`config.mk`:
```
export PLATFORM = sky130hd
export DESIGN_NAME = multiply_divide_unit
export DESIGN_NICKNAME = d
export VERILOG_FILES = /design/src/rtl/multiply_divide_unit.sv
export SDC_FILE = /design/constraint.sdc
export NUM_CORES = 1
export LEC_CHECK = 0
export CAP_MARGIN = 10
export CORE_ASPECT_RATIO = 0.8
export CORE_MARGIN = 4
export CORE_UTILIZATION = 50
export DETAILED_ROUTE_END_ITERATION = 16
export PLACE_DENSITY = 0.68
export SLEW_MARGIN = 20
export SYNTH_ARGS = -nofsm -noshare
export SYNTH_HDL_FRONTEND = slang
export SYNTH_SLANG_ARGS = --single-unit
export TNS_END_PERCENT = 30
```
`constraint.sdc`:
```
create_clock -name clk -period 14.7 [get_ports clk]
set_input_delay 2.205 -clock clk [delete_from_list [all_inputs] [get_ports clk]]
set_output_delay 2.205 -clock clk [all_outputs]
set_load 0.02 [all_outputs]
```
`src/rtl/multiply_divide_unit.sv`:
```
// rtl/multiply_divide_unit.sv - iterative radix-2 multiply / restoring divide unit
`timescale 1ns/1ps
module multiply_divide_unit #(
    parameter  int WIDTH = 32,
    localparam int CNT_W = $clog2(WIDTH + 1)
) (
    input  logic             clk,
    input  logic             reset,
    input  logic             flush,
    input  logic             in_valid,
    output logic             in_ready,
    input  logic [2:0]       op,
    input  logic [WIDTH-1:0] in1,
    input  logic [WIDTH-1:0] in2,
    output logic             out_valid,
    input  logic             out_ready,
    output logic [WIDTH-1:0] out
);
    typedef enum logic [1:0] {S_IDLE, S_BUSY, S_DONE} state_t;

    localparam logic [2:0] OP_MUL    = 3'd0;
    localparam logic [2:0] OP_MULH   = 3'd1;
    localparam logic [2:0] OP_MULHSU = 3'd2;
    localparam logic [2:0] OP_MULHU  = 3'd3;
    localparam logic [2:0] OP_DIV    = 3'd4;
    localparam logic [2:0] OP_DIVU   = 3'd5;
    localparam logic [2:0] OP_REM    = 3'd6;

    localparam logic [WIDTH-1:0] MIN_NEG  = {1'b1, {(WIDTH-1){1'b0}}};
    localparam logic [WIDTH-1:0] ALL_ONES = {WIDTH{1'b1}};

    state_t             state_q, state_d;
    logic [2:0]         op_q, op_d;
    logic               sign1_q, sign1_d;
    logic               sign2_q, sign2_d;
    logic [CNT_W-1:0]   cnt_q, cnt_d;
    logic [2*WIDTH-1:0] acc_q, acc_d;
    logic [WIDTH-1:0]   opb_q, opb_d;
    logic [WIDTH-1:0]   out_q, out_d;

    logic               in_sign1, in_sign2, div_by_zero, div_ovf;
    logic [WIDTH-1:0]   mag1, mag2, fast_res;

    always_comb begin
        in_sign1 = ((op == OP_MULH) || (op == OP_MULHSU) || (op == OP_DIV) || (op == OP_REM))
                   && in1[WIDTH-1];
        in_sign2 = ((op == OP_MULH) || (op == OP_DIV) || (op == OP_REM)) && in2[WIDTH-1];
        mag1 = in_sign1 ? -in1 : in1;
        mag2 = in_sign2 ? -in2 : in2;
        div_by_zero = op[2] && (in2 == '0);
        div_ovf = ((op == OP_DIV) || (op == OP_REM)) && (in1 == MIN_NEG) && (in2 == ALL_ONES);
        // op[1] separates REM/REMU from DIV/DIVU within the divide class
        if (div_by_zero) begin
            fast_res = op[1] ? in1 : ALL_ONES;
        end else begin
            fast_res = op[1] ? '0 : in1;
        end
    end

    // acc holds {upper product, multiplier} for multiply, {remainder, quotient} for divide
    logic [WIDTH:0]     mul_sum, div_trial, div_diff;
    logic [2*WIDTH-1:0] mul_next, div_next, step_acc, prod_fix;
    logic [WIDTH-1:0]   quo_fix, rem_fix, res;

    always_comb begin
        mul_sum   = {1'b0, acc_q[2*WIDTH-1:WIDTH]} + (acc_q[0] ? {1'b0, opb_q} : '0);
        mul_next  = {mul_sum, acc_q[WIDTH-1:1]};
        div_trial = {acc_q[2*WIDTH-1:WIDTH], acc_q[WIDTH-1]};
        div_diff  = div_trial - {1'b0, opb_q};
        if (div_diff[WIDTH]) begin
            div_next = {div_trial[WIDTH-1:0], acc_q[WIDTH-2:0], 1'b0};
        end else begin
            div_next = {div_diff[WIDTH-1:0], acc_q[WIDTH-2:0], 1'b1};
        end
        step_acc = op_q[2] ? div_next : mul_next;
        prod_fix = (sign1_q ^ sign2_q) ? -step_acc : step_acc;
        quo_fix  = (sign1_q ^ sign2_q) ? -step_acc[WIDTH-1:0] : step_acc[WIDTH-1:0];
        rem_fix  = sign1_q ? -step_acc[2*WIDTH-1:WIDTH] : step_acc[2*WIDTH-1:WIDTH];
        case (op_q)
            OP_MUL:                       res = prod_fix[WIDTH-1:0];
            OP_MULH, OP_MULHSU, OP_MULHU: res = prod_fix[2*WIDTH-1:WIDTH];
            OP_DIV, OP_DIVU:              res = quo_fix;
            default:                      res = rem_fix;
        endcase
    end

    always_comb begin
        state_d = state_q;
        op_d    = op_q;
        sign1_d = sign1_q;
        sign2_d = sign2_q;
        cnt_d   = cnt_q;
        acc_d   = acc_q;
        opb_d   = opb_q;
        out_d   = out_q;
        if (flush) begin
            state_d = S_IDLE;
        end else begin
            case (state_q)
                S_IDLE: begin
                    if (in_valid) begin
                        op_d    = op;
                        sign1_d = in_sign1;
                        sign2_d = in_sign2;
                        cnt_d   = CNT_W'(WIDTH);
                        if (div_by_zero || div_ovf) begin
                            out_d   = fast_res;
                            state_d = S_DONE;
                        end else begin
                            acc_d   = op[2] ? {{WIDTH{1'b0}}, mag1} : {{WIDTH{1'b0}}, mag2};
                            opb_d   = op[2] ? mag2 : mag1;
                            state_d = S_BUSY;
                        end
                    end
                end
                S_BUSY: begin
                    acc_d = step_acc;
                    cnt_d = cnt_q - 1'b1;
                    if (cnt_q == CNT_W'(1)) begin
                        out_d   = res;
                        state_d = S_DONE;
                    end
                end
                S_DONE: begin
                    if (out_ready) begin
                        state_d = S_IDLE;
                    end
                end
                default: state_d = S_IDLE;
            endcase
        end
    end

    always_ff @(posedge clk or posedge reset) begin
        if (reset) begin
            state_q <= S_IDLE;
            op_q    <= '0;
            sign1_q <= 1'b0;
            sign2_q <= 1'b0;
            cnt_q   <= '0;
            acc_q   <= '0;
            opb_q   <= '0;
            out_q   <= '0;
        end else begin
            state_q <= state_d;
            op_q    <= op_d;
            sign1_q <= sign1_d;
            sign2_q <= sign2_d;
            cnt_q   <= cnt_d;
            acc_q   <= acc_d;
            opb_q   <= opb_d;
            out_q   <= out_d;
        end
    end

    assign in_ready  = (state_q == S_IDLE);
    assign out_valid = (state_q == S_DONE);
    assign out       = out_q;
endmodule

```
* After elaboration in Yosys (flattened, before gate mapping)
Index checks and enable logic that the tools add are counted.
** Cells by class
- $add $sub $neg :: 8
- $mul :: 0
- Div/mod/pow operators :: 0
- Magnitude comparators :: 0
- Eq/ne operators :: 21
- Shift operators :: 0
- Mux-type cells :: 29
- Bitwise logic cells :: 3
- Reductions and logical operators :: 24
** Operators with widths (number)
- two-way mux 32 bit :: 13
- two-way mux 64 bit :: 5
- negation 32 bit :: 4
- one-hot mux 64 bit (2 select lines) :: 1
- one-hot mux 32 bit (3 select lines) :: 1
- == test 32 bit (second input constant) :: 2
- negation 64 bit :: 1
- one-hot mux 32 bit (2 select lines) :: 1
- adder 32 x 32 -> 33 bit :: 1
- subtractor 33 x 32 -> 33 bit :: 1
- logical NOT 32 bit :: 1
- == test 3 bit (second input constant) :: 4
- one-hot mux 6 bit (2 select lines) :: 1
- two-way mux 2 bit :: 5
- == test 3 x 2 -> 1 bit (second input constant) :: 3
- AND reduction 3 bit :: 3
- AND reduction 4 bit :: 2
- logical OR 1 bit :: 7
- == test 3 x 1 -> 1 bit (second input constant) :: 2
- == test 6 x 1 -> 1 bit (second input constant) :: 1
- two-way mux 6 bit :: 1
- inequality test 2 bit (second input constant) :: 3
- inequality test 3 bit (second input constant) :: 2
- one-hot mux 2 bit (3 select lines) :: 1
- other kinds (14) :: 19
** Word-level totals
- Register bits after elaboration :: 141
- Latch bits :: 0
- Bits in writable memories :: 0
- ROM bits :: 0
- Input bits :: 72
- Output and inout bits :: 34
- Logic and storage cells :: 93
- Memories kept :: 0

* Longest topological paths before layout
- Depth after elaboration :: 10
- Depth in mapped cells :: 25
- Gate-level depth less buffers :: 22

* Least setup slack after synthesis
No wires, ideal clock.
- Path kind :: register -> register
- From :: register op_q[2]
- To :: register out_q[28] (netlist: out[28])
- Setup time :: 0.093 ns
- Arrival :: 5.300 ns
- Required time :: 14.607 ns
- Setup slack :: 9.308 ns
- Cell stages (with the launch flop) :: 22
- Buffers on the path :: 9
- Period minus slack after synthesis :: 5.392 ns
- Path through :: dfrtp_1 -> buf_2 -> buf_2 -> clkbuf_1 -> buf_2 -> clkbuf_1 -> buf_2 -> clkbuf_1 -> buf_2 -> buf_2 -> nor2b_1 -> nor2_1 -> ha_1 -> o21ai_0 -> or3_1 -> nor3_1 -> nand2_1 -> or4_4 -> nor4_2 -> mux2i_1 -> o22a_1 -> o31ai_2
** Between the ends
- Word-level cells in the longest chain between the ends :: 6
- Elaborated cells between the ends (all ways) :: 18
- Classes of those cells :: add/sub: 3; eq/ne: 5; mux: 7; reduce/logical: 3
** Ends and longest elaborated chain
- start, declared :: RTL line 33 : logic [2:0] op_q, op_d;
- start signal, assigned :: RTL line 146 : op_q <= op_d;
- two-way mux 64 bit :: RTL line 75 : step_acc = op_q[2] ? div_next : mul_next;
- negation 64 bit (tied with other cells) :: RTL line 76 : prod_fix = (sign1_q ^ sign2_q) ? -step_acc : step_acc;
- two-way mux 64 bit (tied with other cells) :: RTL line 76
- one-hot mux 32 bit (3 select lines) (*) :: RTL line 79 : case (op_q)
- two-way mux 32 bit (*) :: RTL line 119 : if (cnt_q == CNT_W'(1)) begin
- one-hot mux 32 bit (2 select lines) (*) :: RTL line 99 : case (state_q)
- end signal, assigned :: RTL line 152 : out_q <= out_d;
- end, declared :: RTL line 39 : logic [WIDTH-1:0] out_q, out_d;
Every way passes the cells marked *; elsewhere a longest branch is shown, timed or not. The select of a mux whose other input is x is not followed.
A chain may end at the register's enable or synchronous reset.

* Worst setup path in the final report
- From :: input port in1[4]
- To :: register out_q[25] (netlist: out[25])
** Between the ends
- Word-level cells in the longest chain between the ends :: 6
** Ends and longest elaborated chain
- start, declared :: RTL line 13 : input logic [WIDTH-1:0] in1,
- == test 32 bit :: RTL line 51 : div_ovf = ((op == OP_DIV) || (op == OP_REM)) && (in1 == MIN_NEG) && (in2 == ALL_ONES);
- logical AND 1 bit (2 in series) :: RTL line 51
- logical OR 1 bit :: RTL line 106 : if (div_by_zero || div_ovf) begin
- inequality test 2 x 1 -> 1 bit (no source line)
- AND reduction 5 bit (no source line)
No other way between the ends.

==> qor.yml <==
grt_max_degree: 107
wl_per_cell_um: 25.8
clock.fmax_ghz: 0.152
ys_top_cells_by_area: "dfrtp_1, a21oi_1, o21ai_0, nand2_1, nor2_1"
ioPinCount: 106
syn_inst: 2301
worst_ep_arrival_time_ps: 6930
layout-area-overhead-vs-synth_pct: 11.8
core_um2: 32500
seqPwrFrac_pct: 17.9
ctsResizeCount: 0
nets: 2465
dp_hpwl_um: 55100
syn-num-nets: 2446
drive_above_1_share_pct: 5.83
path_clk_slew_ps: 80
grt_pass1_wl_um: 106000
total_power_mw: 4.05
powerDensity_nw_per_um2: 220
power_switching_mw: 2.25
crit_required_ps: 15040
critPathCaptureType: "flip-flop"
rows: 59
cts_tree: "built"
io_buffers: 105
grt_overflow: 0
clock_latency_ps: 450
synth-edff-count: 0
internal-power_mw: 1.80
syn_area_um2: 16400
clock_path_buffers: 2
fin_crit_ps: 6600
worst_setup_path_start_kind: "input port"
nFillCells: 3160
rsz0062_at_grt: "no"
wirelength_um: 71200
period_share_pct: 44.9
synth-main-ff-cell: "dfrtp_1"
netlist.area_leader.share_pct: 21.5
cts_htree_levels: 4
cts.sinks: 141
ant_nets: 0
antenna_found_initial: 1
avgSynthCellArea_um2: 7.14
worst_slew_pin_slew_ps: 1240
switching_share_pct: 55.6
hp-class: "reg -> reg"
leakagePower_nw: 7.32
ir_worst_vdd_mv: 0.169
die_w_um: 211
yosys.area.top_type: "dfrtp_1"
grt_pass1_vias: 16700
ys_ff_latch: 141
first_iter_violations: 2744
p_comb_share_pct: 70.3
yosysUniqueCellTypes: 95
skew_ps: 15.2
drc: 0
hold_viol: 0
start_util_pct: 50.6
p_clk_share_pct: 11.8
yosys_warnings: 0
cp_max_fo: 67
postSynth.asyncResetShare_pct: 100
worstSetupPathType: "in -> reg"
fin_util_pct: 56.6
vias: 18600
cts_root_buffer: "clkbuf_16"
gp_congestion: 1.05
cts_setup_buffers: 0
slew_headroom_pct: 15.0
vias_per_cell: 6.73
drv_slew: 0
cap_violations: 0
die_area_um2: 35900
r2r_cells: 20
cts_buffers: 17
status: "completed"
seq_area_frac_synth_pct: 21.5
cts.hold.buffers_added: 0
die_height_um: 170
min_path_cells: 2
setup_viol: 0
track_usage_pct: 38.5
tns_ps: 0
first_pass_iters: 6
[stage by stage]
stage | area, µm² | cells | hold WS [ps] | worst slack (ps)
CTS | 18400 | 2760 | 487 | 8220
floorplan | 16400 | 2301 | 463 | 8710
global placement | 17800 | 2728 | 468 | 7930
global route | 18400 | 2760 | 529 | 7690
detailed placement | 17800 | 2728 | 472 | 7790
finish | 18400 | 2762 | 486 | 8100
[routing by layer]
metal / track usage, % / vias to the layer above / part of all wire, %
li1: - / 8467 / -
met5: 0 / - / 0.022
met4: 10.4 / 2 / 3.1
met2: 51.8 / 1119 / 39
met3: 15.1 / 136 / 14
met1: 57.1 / 8858 / 44
[critical path: stages]
cell and delay, ps:
clkdlybuf4s50_1 540, nor4_1 410, nand2b_1 170, nor3_1 470, nand2_1 150, nor2_1 240
nand3_1 180, o22ai_1 550, o311ai_2 140, buf_4 350, nor2_1 610, o21ai_0 180
a2111oi_0 380, o311a_1 250, a21oi_1 70
[sequential cells by signal, summed over array words and instances, names as in the netlist]
name,flops
op_q,3
cnt_q,6
state_q,2
out,32
acc_q,64
opb_q,32
sign1_q,1
sign2_q,1
[path summary, 6_finish.rpt]
| check | from | to | slack [ps] |
|---|---|---|---|
| max in group asynchronous | reset | op_q[2] | 10950 |
| min reg2reg | out[1] | out[1] | 490 |
| max | in1[4] | out[25] | 8100 |
| max reg2reg | opb_q[27] | out[26] | 8270 |
| min | out[1] | out[1] | 490 |
| min in group asynchronous | reset | opb_q[11] | 2300 |
[synthesized netlist by cell type, drive strengths merged, types with 10 or more instances]
| library cell | n |
|---|---|
| a2111oi | 11 |
| a211oi | 43 |
| a21boi | 11 |
| a21o | 20 |
| a21oi | 240 |
| a221oi | 12 |
| a22o | 21 |
| a31oi | 31 |
| and2 | 50 |
| and3 | 16 |
| buf | 35 |
| clkbuf | 104 |
| dfrtp | 141 |
| ha | 71 |
| inv | 68 |
| mux2 | 14 |
| mux2i | 35 |
| nand2 | 270 |
| nand2b | 15 |
| nand3 | 60 |
| nand4 | 23 |
| nor2 | 248 |
| nor2b | 20 |
| nor3 | 76 |
| nor4 | 19 |
| o211ai | 23 |
| o21a | 11 |
| o21ai | 217 |
| o221ai | 28 |
| o31ai | 22 |
| o41ai | 11 |
| or2 | 10 |
| or3 | 16 |
| or4 | 16 |
| xnor2 | 98 |
| xor2 | 78 |
[cells by family (layout without fill, tap and decap cells)]
logic type	count (synthesis)	in the layout	synth area share, %
AO/OA/AOI/OAI	786	786	30.3
XOR/XNOR	176	176	9.38
adder cells (fa/ha/maj)	73	73	5.65
buffers and inverters	209	241	5.12
flip-flops	141	141	21.5
multiplexers	49	49	3.09
other	0	2	0
AND/OR/NAND/NOR	867	867	25.0
[final cells by class]
class	count	area [µm²]	share of cell area, %
clock buffers	19	453	2.46
diodes	2	5.00	0.0272
well taps	427	534	2.91
repair buffers	139	1300	7.08
multi-input cells	1951	12100	66.0
clock inverters	13	163	0.885
inverters	70	268	1.46
flip-flops and latches	141	3530	19.2
[power groups by stage]
| stage | clock network (mW) | registers (mW) | logic [mW] |
|---|---|---|---|
| finish | 0.478 | 0.725 | 2.85 |
| detailed placement | 0 | 0.721 | 2.72 |
| global placement | 0 | 0.715 | 2.70 |
| CTS | 0.478 | 0.715 | 2.73 |
| global route | 0.494 | 0.741 | 3.02 |
| floorplan | 0 | 0.688 | 1.83 |
[cell usage in the layout, fill, tap and decap left out, types with 12 or more instances in the layout]
cell             instances
a211oi_1                41
a21o_1                  20
a21oi_1                238
a221oi_1                12
a22o_1                  21
a31oi_1                 31
and2_1                  49
and3_1                  16
buf_4                   34
clkbuf_16               17
clkdlybuf4s50_1        104
dfrtp_1                140
ha_1                    71
inv_1                   67
mux2_2                  14
mux2i_1                 35
nand2_1                269
nand2b_1                14
nand3_1                 59
nand4_1                 22
nor2_1                 245
nor2b_1                 18
nor3_1                  73
nor4_1                  16
o211ai_1                21
o21ai_0                205
o221ai_1                28
o31ai_1                 21
or3_1                   15
or4_1                   15
xnor2_1                 97
xor2_1                  77
(Power assumes the default switching activity.)
